<file path="src/rtl/write_back_queue_pkg.sv">
// Shared types and constants for the write-back queue: entry layout, RV32 opcodes, load funct3 codes.
// No logic here; widths below fix the entry format used by the queue storage.
// Default widths match a 32-bit core with 32 architectural registers.
package write_back_queue_pkg;

  localparam int WB_XLEN = 32;
  localparam int WB_NREG = 32;
  localparam int WB_RDW  = $clog2(WB_NREG);

  localparam logic [6:0] OPC_LOAD   = 7'b0000011;
  localparam logic [6:0] OPC_OPIMM  = 7'b0010011;
  localparam logic [6:0] OPC_AUIPC  = 7'b0010111;
  localparam logic [6:0] OPC_OP     = 7'b0110011;
  localparam logic [6:0] OPC_LUI    = 7'b0110111;
  localparam logic [6:0] OPC_BRANCH = 7'b1100011;
  localparam logic [6:0] OPC_JALR   = 7'b1100111;
  localparam logic [6:0] OPC_JAL    = 7'b1101111;

  localparam logic [2:0] F3_LB  = 3'b000;
  localparam logic [2:0] F3_LH  = 3'b001;
  localparam logic [2:0] F3_LW  = 3'b010;
  localparam logic [2:0] F3_LBU = 3'b100;
  localparam logic [2:0] F3_LHU = 3'b101;

  // One completed instruction as handed over by the memory stage.
  typedef struct packed {
    logic [WB_XLEN-1:0] pc;
    logic [6:0]         opcode;
    logic [2:0]         funct3;
    logic [WB_RDW-1:0]  rd;
    logic [WB_XLEN-1:0] alu_result;
    logic [WB_XLEN-1:0] rs1_data;
    logic [WB_XLEN-1:0] imm;
    logic [WB_XLEN-1:0] load_data;
  } wb_entry_t;

endpackage

</file>
<file path="src/rtl/write_back_queue_fifo.sv">
// Generic synchronous circular buffer with push/pop/clear; head is read combinationally.
// Latency: a push at edge t is visible at o_head after edge t (when the buffer was empty).
// Backpressure: caller must not push when full; clear wins over push and pop in the same cycle.
module wb_fifo #(
  parameter type T     = logic,
  parameter int  DEPTH = 2
) (
  input  logic                     clk,
  input  logic                     rst_n,
  input  logic                     i_push,
  input  T                         i_dat,
  input  logic                     i_pop,
  input  logic                     i_clear,
  output T                         o_head,
  output logic [$clog2(DEPTH):0]   o_count
);

  localparam int AW = $clog2(DEPTH);
  localparam int CW = AW + 1;

  T              r_mem [DEPTH];
  logic [AW-1:0] r_wr_ptr;
  logic [AW-1:0] r_rd_ptr;
  logic [CW-1:0] r_count;

  assign o_head  = r_mem[r_rd_ptr];
  assign o_count = r_count;

  // Pointer and occupancy tracking; pointers wrap naturally because DEPTH is a power of two.
  always_ff @(posedge clk) begin
    if (!rst_n || i_clear) begin
      r_wr_ptr <= '0;
      r_rd_ptr <= '0;
      r_count  <= '0;
    end else begin
      if (i_push) r_wr_ptr <= r_wr_ptr + AW'(1);
      if (i_pop)  r_rd_ptr <= r_rd_ptr + AW'(1);
      if (i_push && !i_pop)      r_count <= r_count + CW'(1);
      else if (!i_push && i_pop) r_count <= r_count - CW'(1);
    end
  end

  // Entry storage; contents need no reset since occupancy gates every read.
  always_ff @(posedge clk) begin
    if (i_push && !i_clear) r_mem[r_wr_ptr] <= i_dat;
  end

endmodule

</file>
<file path="src/rtl/write_back_queue.sv">
// Write-back stage: queues completed instructions, retires one per cycle, writes rd, resolves redirects/traps.
// Latency: accept at edge t -> registered retire outputs after edge t+1; all outputs are single-cycle pulses.
// Backpressure: in_ready = count < DEPTH (independent of same-cycle pop); wb_stall holds the head, flush drops all.
module write_back_queue
  import write_back_queue_pkg::*;
#(
  parameter int XLEN  = WB_XLEN,
  parameter int DEPTH = 2,
  parameter int NREG  = WB_NREG,
  localparam int RDW  = $clog2(NREG)
) (
  input  logic            clk,
  input  logic            rst_n,
  input  logic            in_valid,
  output logic            in_ready,
  input  logic [XLEN-1:0] in_pc,
  input  logic [6:0]      in_opcode,
  input  logic [2:0]      in_funct3,
  input  logic [RDW-1:0]  in_rd,
  input  logic [XLEN-1:0] in_alu_result,
  input  logic [XLEN-1:0] in_rs1_data,
  input  logic [XLEN-1:0] in_imm,
  input  logic [XLEN-1:0] in_load_data,
  input  logic            wb_stall,
  input  logic            flush,
  output logic            rf_we,
  output logic [RDW-1:0]  rf_rd,
  output logic [XLEN-1:0] rf_wdata,
  output logic            retire_valid,
  output logic [XLEN-1:0] retire_pc,
  output logic            redirect_valid,
  output logic [XLEN-1:0] redirect_pc,
  output logic            trap_valid
);

  localparam int CW = $clog2(DEPTH) + 1;

  wb_entry_t       w_in_entry;
  wb_entry_t       w_head;
  logic [CW-1:0]   w_count;
  logic            w_retire;
  logic            w_push;
  logic            w_clear;
  logic [1:0]      w_off;
  logic            w_misalign;
  logic            w_we;
  logic [XLEN-1:0] w_wdata;
  logic            w_redirect;
  logic [XLEN-1:0] w_target;
  logic            w_kill;

  logic            r_rf_we;
  logic [RDW-1:0]  r_rf_rd;
  logic [XLEN-1:0] r_rf_wdata;
  logic            r_retire_valid;
  logic [XLEN-1:0] r_retire_pc;
  logic            r_redirect_valid;
  logic [XLEN-1:0] r_redirect_pc;
  logic            r_trap_valid;

  // Picks the addressed lane out of the raw word and extends it per the load size.
  function automatic logic [XLEN-1:0] f_load_lane(input logic [2:0] f3, input logic [1:0] off,
                                                  input logic [XLEN-1:0] data);
    logic [7:0]  b;
    logic [15:0] h;
    b = data[{off, 3'b000} +: 8];
    h = off[1] ? data[31:16] : data[15:0];
    case (f3)
      F3_LB:   return {{(XLEN-8){b[7]}}, b};
      F3_LBU:  return {{(XLEN-8){1'b0}}, b};
      F3_LH:   return {{(XLEN-16){h[15]}}, h};
      F3_LHU:  return {{(XLEN-16){1'b0}}, h};
      default: return data;
    endcase
  endfunction

  assign w_in_entry = '{pc: in_pc, opcode: in_opcode, funct3: in_funct3, rd: in_rd,
                        alu_result: in_alu_result, rs1_data: in_rs1_data, imm: in_imm,
                        load_data: in_load_data};

  assign in_ready = (w_count < CW'(DEPTH));
  assign w_retire = (w_count != '0) && !wb_stall && !flush;
  // A redirecting or trapping retire empties the queue, so a same-cycle push would be a younger entry.
  assign w_push   = in_valid && in_ready && !flush && !(w_retire && w_kill);
  assign w_clear  = flush || (w_retire && w_kill);

  wb_fifo #(.T(wb_entry_t), .DEPTH(DEPTH)) u_fifo (
    .clk     (clk),
    .rst_n   (rst_n),
    .i_push  (w_push),
    .i_dat   (w_in_entry),
    .i_pop   (w_retire),
    .i_clear (w_clear),
    .o_head  (w_head),
    .o_count (w_count)
  );

  // Decode the head entry: write data, misalignment, and redirect target.
  always_comb begin
    w_off      = w_head.alu_result[1:0];
    w_misalign = 1'b0;
    w_we       = 1'b0;
    w_wdata    = '0;
    w_redirect = 1'b0;
    w_target   = '0;
    case (w_head.opcode)
      OPC_OP, OPC_OPIMM, OPC_LUI, OPC_AUIPC: begin
        w_we    = 1'b1;
        w_wdata = w_head.alu_result;
      end
      OPC_LOAD: begin
        w_misalign = (((w_head.funct3 == F3_LH) || (w_head.funct3 == F3_LHU)) && w_off[0]) ||
                     ((w_head.funct3 == F3_LW) && (w_off != 2'b00));
        w_we       = !w_misalign;
        w_wdata    = f_load_lane(w_head.funct3, w_off, w_head.load_data);
      end
      OPC_JAL: begin
        w_we       = 1'b1;
        w_wdata    = w_head.pc + XLEN'(4);
        w_redirect = 1'b1;
        w_target   = w_head.pc + w_head.imm;
      end
      OPC_JALR: begin
        w_we       = 1'b1;
        w_wdata    = w_head.pc + XLEN'(4);
        w_redirect = 1'b1;
        w_target   = (w_head.rs1_data + w_head.imm) & ~XLEN'(1);
      end
      OPC_BRANCH: begin
        w_redirect = w_head.alu_result[0];
        w_target   = w_head.pc + w_head.imm;
      end
      default: ;
    endcase
    if (w_head.rd == '0) w_we = 1'b0;
    w_kill = w_redirect || w_misalign;
  end

  // Registered retire outputs; everything returns to zero on cycles without a retire.
  always_ff @(posedge clk) begin
    r_rf_we          <= 1'b0;
    r_rf_rd          <= '0;
    r_rf_wdata       <= '0;
    r_retire_valid   <= 1'b0;
    r_retire_pc      <= '0;
    r_redirect_valid <= 1'b0;
    r_redirect_pc    <= '0;
    r_trap_valid     <= 1'b0;
    if (rst_n && w_retire) begin
      r_retire_valid <= 1'b1;
      r_retire_pc    <= w_head.pc;
      r_trap_valid   <= w_misalign;
      if (w_we) begin
        r_rf_we    <= 1'b1;
        r_rf_rd    <= w_head.rd;
        r_rf_wdata <= w_wdata;
      end
      if (w_redirect) begin
        r_redirect_valid <= 1'b1;
        r_redirect_pc    <= w_target;
      end
    end
  end

  assign rf_we          = r_rf_we;
  assign rf_rd          = r_rf_rd;
  assign rf_wdata       = r_rf_wdata;
  assign retire_valid   = r_retire_valid;
  assign retire_pc      = r_retire_pc;
  assign redirect_valid = r_redirect_valid;
  assign redirect_pc    = r_redirect_pc;
  assign trap_valid     = r_trap_valid;

endmodule

</file>
<file path="config.mk">
export PLATFORM = sky130hd
export DESIGN_NAME = write_back_queue
export DESIGN_NICKNAME = d
export VERILOG_FILES = /design/src/rtl/write_back_queue_pkg.sv /design/src/rtl/write_back_queue_fifo.sv /design/src/rtl/write_back_queue.sv
export SDC_FILE = /design/constraint.sdc
export NUM_CORES = 1
export LEC_CHECK = 0
export CORE_MARGIN = 5
export CORE_UTILIZATION = 55
export DETAILED_ROUTE_END_ITERATION = 16
export PLACE_DENSITY = 0.8
export SLEW_MARGIN = 20
export SYNTH_ARGS = -nofsm -noshare
export SYNTH_HDL_FRONTEND = slang
export SYNTH_SLANG_ARGS = --single-unit
</file>
<file path="constraint.sdc">
create_clock -name clk -period 44.8 [get_ports clk]
set_clock_uncertainty 0.15 [all_clocks]
set_input_delay 6.72 -clock clk [delete_from_list [all_inputs] [get_ports clk]]
set_output_delay 6.72 -clock clk [all_outputs]
set_load 0.02 [all_outputs]
</file>
==> results.yml <==
run_status:
  outcome: "finished clean"
cts:
  cts_buffer_depth: 3
  ctsHoldBuffers: 0
  htree_num_levels: 2
  cts_resized: 0
  clock-root-buffer: "clkbuf_16"
  numCtsBuffers: 47
  numClockSinks: 460
  cts_setup_buffers: 0
  path_clk_slew_ns: 0.06
  cts_tree: "yes"
  clock_latency_ns: 0.58
yosys:
  syn_area_sq_um: 20500
  syn-num-nets: 1795
  async_flop_share_pct: 0
  ys_ff_latch: 460
  syn_avg_cell_area_sq_um: 13.2
  synth-main-ff-cell: "edfxtp_1"
  yosys_warnings: 0
  seq_area_frac_synth_pct: 62.0
  synth-edff-count: 350
  synth_cells: 1551
  ys_types: 78
worst_setup_path:
  cp_max_fo: 21
  r2r-end: "u_fifo.r_mem[0][3]$_DFFE_PP_"
  reg2reg_slack_ns: 39.17
  arrival_ns: 10.33
  r2r_cells: 10
  cp-end-kind: "flip-flop"
  required_ns: 45.13
  start_kind: "primary input"
  crit_type: "primary input to flip-flop"
timing:
  rsz0062_at_grt: "no"
  maxSlewHeadroom_pct: 4.15
  finalSetupViolations: 0
  tns_ns: 0
  tightest_slew_ns: 1.44
  hold_viol_final: 0
  finalCritPeriodShare_pct: 22.3
  drv_slew: 0
  max_freq_ghz: 0.100
  min_period_ns: 9.99
detailed_routing:
  wl_met2_mm: 26.2
  dr_wl_met3_mm: 3.80
  vias: 14000
  drt_first_pass_iters: 10
  drt_iter0_markers: 1206
  topRoutingLayerUsed: "met5"
  finalWirelength_mm: 54.4
  routedWlPerCell_um: 23.1
  viasPerCell: 5.93
  postRouteAntennaNets: 0
  drt-met1-wl_mm: 22.8
  post-route-drc-count: 0
hold_path:
  min_to: "u_fifo.o_count[1]$_SDFFE_PP0P_"
  whs_path_depth: 2
  hp-class: "flip-flop to flip-flop"
  hp-start: "u_fifo.o_count[1]$_SDFFE_PP0P_"
run:
  drv_cap: 0
cells_and_area:
  syn2layout_area_growth_pct: 24.5
  fillers: 2521
  nets: 2094
  drive_gt1_share_pct: 11.9
  layout.cells.non_filler: 2359
global_routing:
  track_usage_pct: 25.5
  overflow: 0
  grt_pass1_wl_mm: 81.1
  grt_start_max_net_pins: 176
  grt_pass1_vias: 14100
  antenna_found_initial: 4
pwr:
  p_leak_nw: 8.81
  power_density_nw_per_um2: 38.2
  peakVddDrop_v: 0.0000391
floorplanning:
  rows: 70
  die_h_um: 203
  start_util_pct: 55.8
  io_pins: 286
  die_w_um: 203
  die_area_sq_um: 41200
  core_sq_um: 36700
placement:
  io_buffers: 285
  place_inst: 2269
  dp_hpwl_mm: 39.1
  place.gp.congestion: 0.943
## registers in the layout (all words and copies together) (netlist names), named ones only
name,flops
u_fifo.r_mem,350
redirect_pc,32
retire_pc,32
rf_wdata,32
rf_rd,5
u_fifo.o_count,2
redirect_valid,1
retire_valid,1
rf_we,1
trap_valid,1
u_fifo.r_rd_ptr,1
u_fifo.r_wr_ptr,1
## critical path, stage by stage
cell and delay (ns):
clkdlybuf4s50_1 0.55, nor3_1 0.68, nand2_1 0.53, buf_4 0.38, inv_1 0.09, nand2_1 0.44, inv_1 0.29, nand2_1 0.28
o32ai_1 0.38
## worst max-delay path by stage
stage	start	to	slack, ns	cells after the start
after floorplan	in_valid	u_fifo.r_mem[0][0]$_DFFE_PP_	9.06	2
after global placement	wb_stall	redirect_pc[20]$_SDFF_PN0_	34.56	9
after detailed placement	wb_stall	redirect_pc[20]$_SDFF_PN0_	34.32	9
after CTS	wb_stall	redirect_pc[20]$_SDFF_PN0_	34.90	9
after global routing	wb_stall	redirect_pc[20]$_SDFF_PN0_	34.51	9
final	wb_stall	redirect_pc[20]$_SDFF_PN0_	34.81	9
## synthesized netlist by cell type (12+ instances only)
master    instances  area, sq um
edfxtp_1        350        10500
nor2_1          128          480
dfxtp_1         110         2200
mux2_2          107         1200
a21oi_1          91          455
mux2i_1          73          731
nand2_1          69          259
ha_1             62          776
xnor2_1          62          543
o21ai_0          61          305
inv_1            46          173
a21o_1           33          248
a22oi_1          24          180
clkbuf_1         22         82.6
xor2_1           22          193
nand3_1          20          100
buf_2            18         90.1
nor3_1           17         85.1
nor2b_1          15         93.8
and3_1           12         75.1
## layout make-up
| type | count | area [sq um] | share of cell area, % |
|---|---|---|---|
| sequential | 460 | 12700 | 49.9 |
| antenna | 2 | 5.00 | 0.0196 |
| tap | 468 | 586 | 2.30 |
| multi-input combinational | 994 | 7370 | 28.9 |
| clock buffer | 67 | 1390 | 5.43 |
| clock inverter | 21 | 278 | 1.09 |
| timing repair buffer | 301 | 3000 | 11.8 |
| inverter | 46 | 173 | 0.677 |
## placed cells by master, fill, tap and decap left out, types with 7 or more instances in the layout
master / instances
nand3_1: 20
dfxtp_1: 109
mux2_2: 107
clkbuf_16: 50
nand4_1: 9
a31oi_1: 9
clkbuf_1: 10
nor2b_1: 15
o221ai_1: 9
ha_1: 62
a222oi_1: 11
edfxtp_1: 350
clkinv_2: 8
inv_1: 46
clkbuf_8: 7
clkdlybuf4s50_1: 285
a21o_1: 33
o21ai_1: 8
xnor2_1: 62
a211oi_1: 11
a22oi_1: 24
and2_1: 11
o21ai_0: 61
a221oi_1: 10
a21oi_1: 91
xor2_1: 22
nor3_1: 17
nor2_1: 127
mux2i_1: 73
nand2_1: 69
o21a_1: 10
buf_4: 14
o22ai_1: 11
and3_1: 12
## routing by layer
layer	up-vias	global-route usage (%)
met5	-	0
met4	4	8.24
met3	102	4.26
met2	567	42.8
met1	6807	34.2
li1	6499	-
## cell families after synthesis
family,count (synthesis),share of synthesized area (%)
flops,460,62.0
compound gates,338,11.0
simple gates,326,7.69
mux,182,9.62
buf+inv,97,2.09
xor+xnor,84,3.59
fa+ha+maj,64,3.98
## per-stage QoR
step           hold WS (ns)  power (mW)  utilization (%)  worst slack (ns)  cell area, sq um
6_report              0.365       0.974             69.5             34.81             25500
5_1_grt               0.381        1.00             69.5             34.51             25500
4_1_cts               0.364       0.979             69.5             34.90             25500
3_3_place_gp          0.341       0.566             65.0             34.56             23800
2_1_floorplan         0.323       0.541                -              9.06             20500
3_5_place_dp          0.354       0.568             65.0             34.32             23800
## where the power goes
group	internal [mW]	leakage (nW)	switching, mW	total (mW)
combinational	0.0398	3.90	0.0478	0.0876
clock	0.251	0.808	0.162	0.413
sequential	0.470	4.10	0.00314	0.473
total	0.760	8.81	0.213	0.974
(Power assumes the default switching activity.)
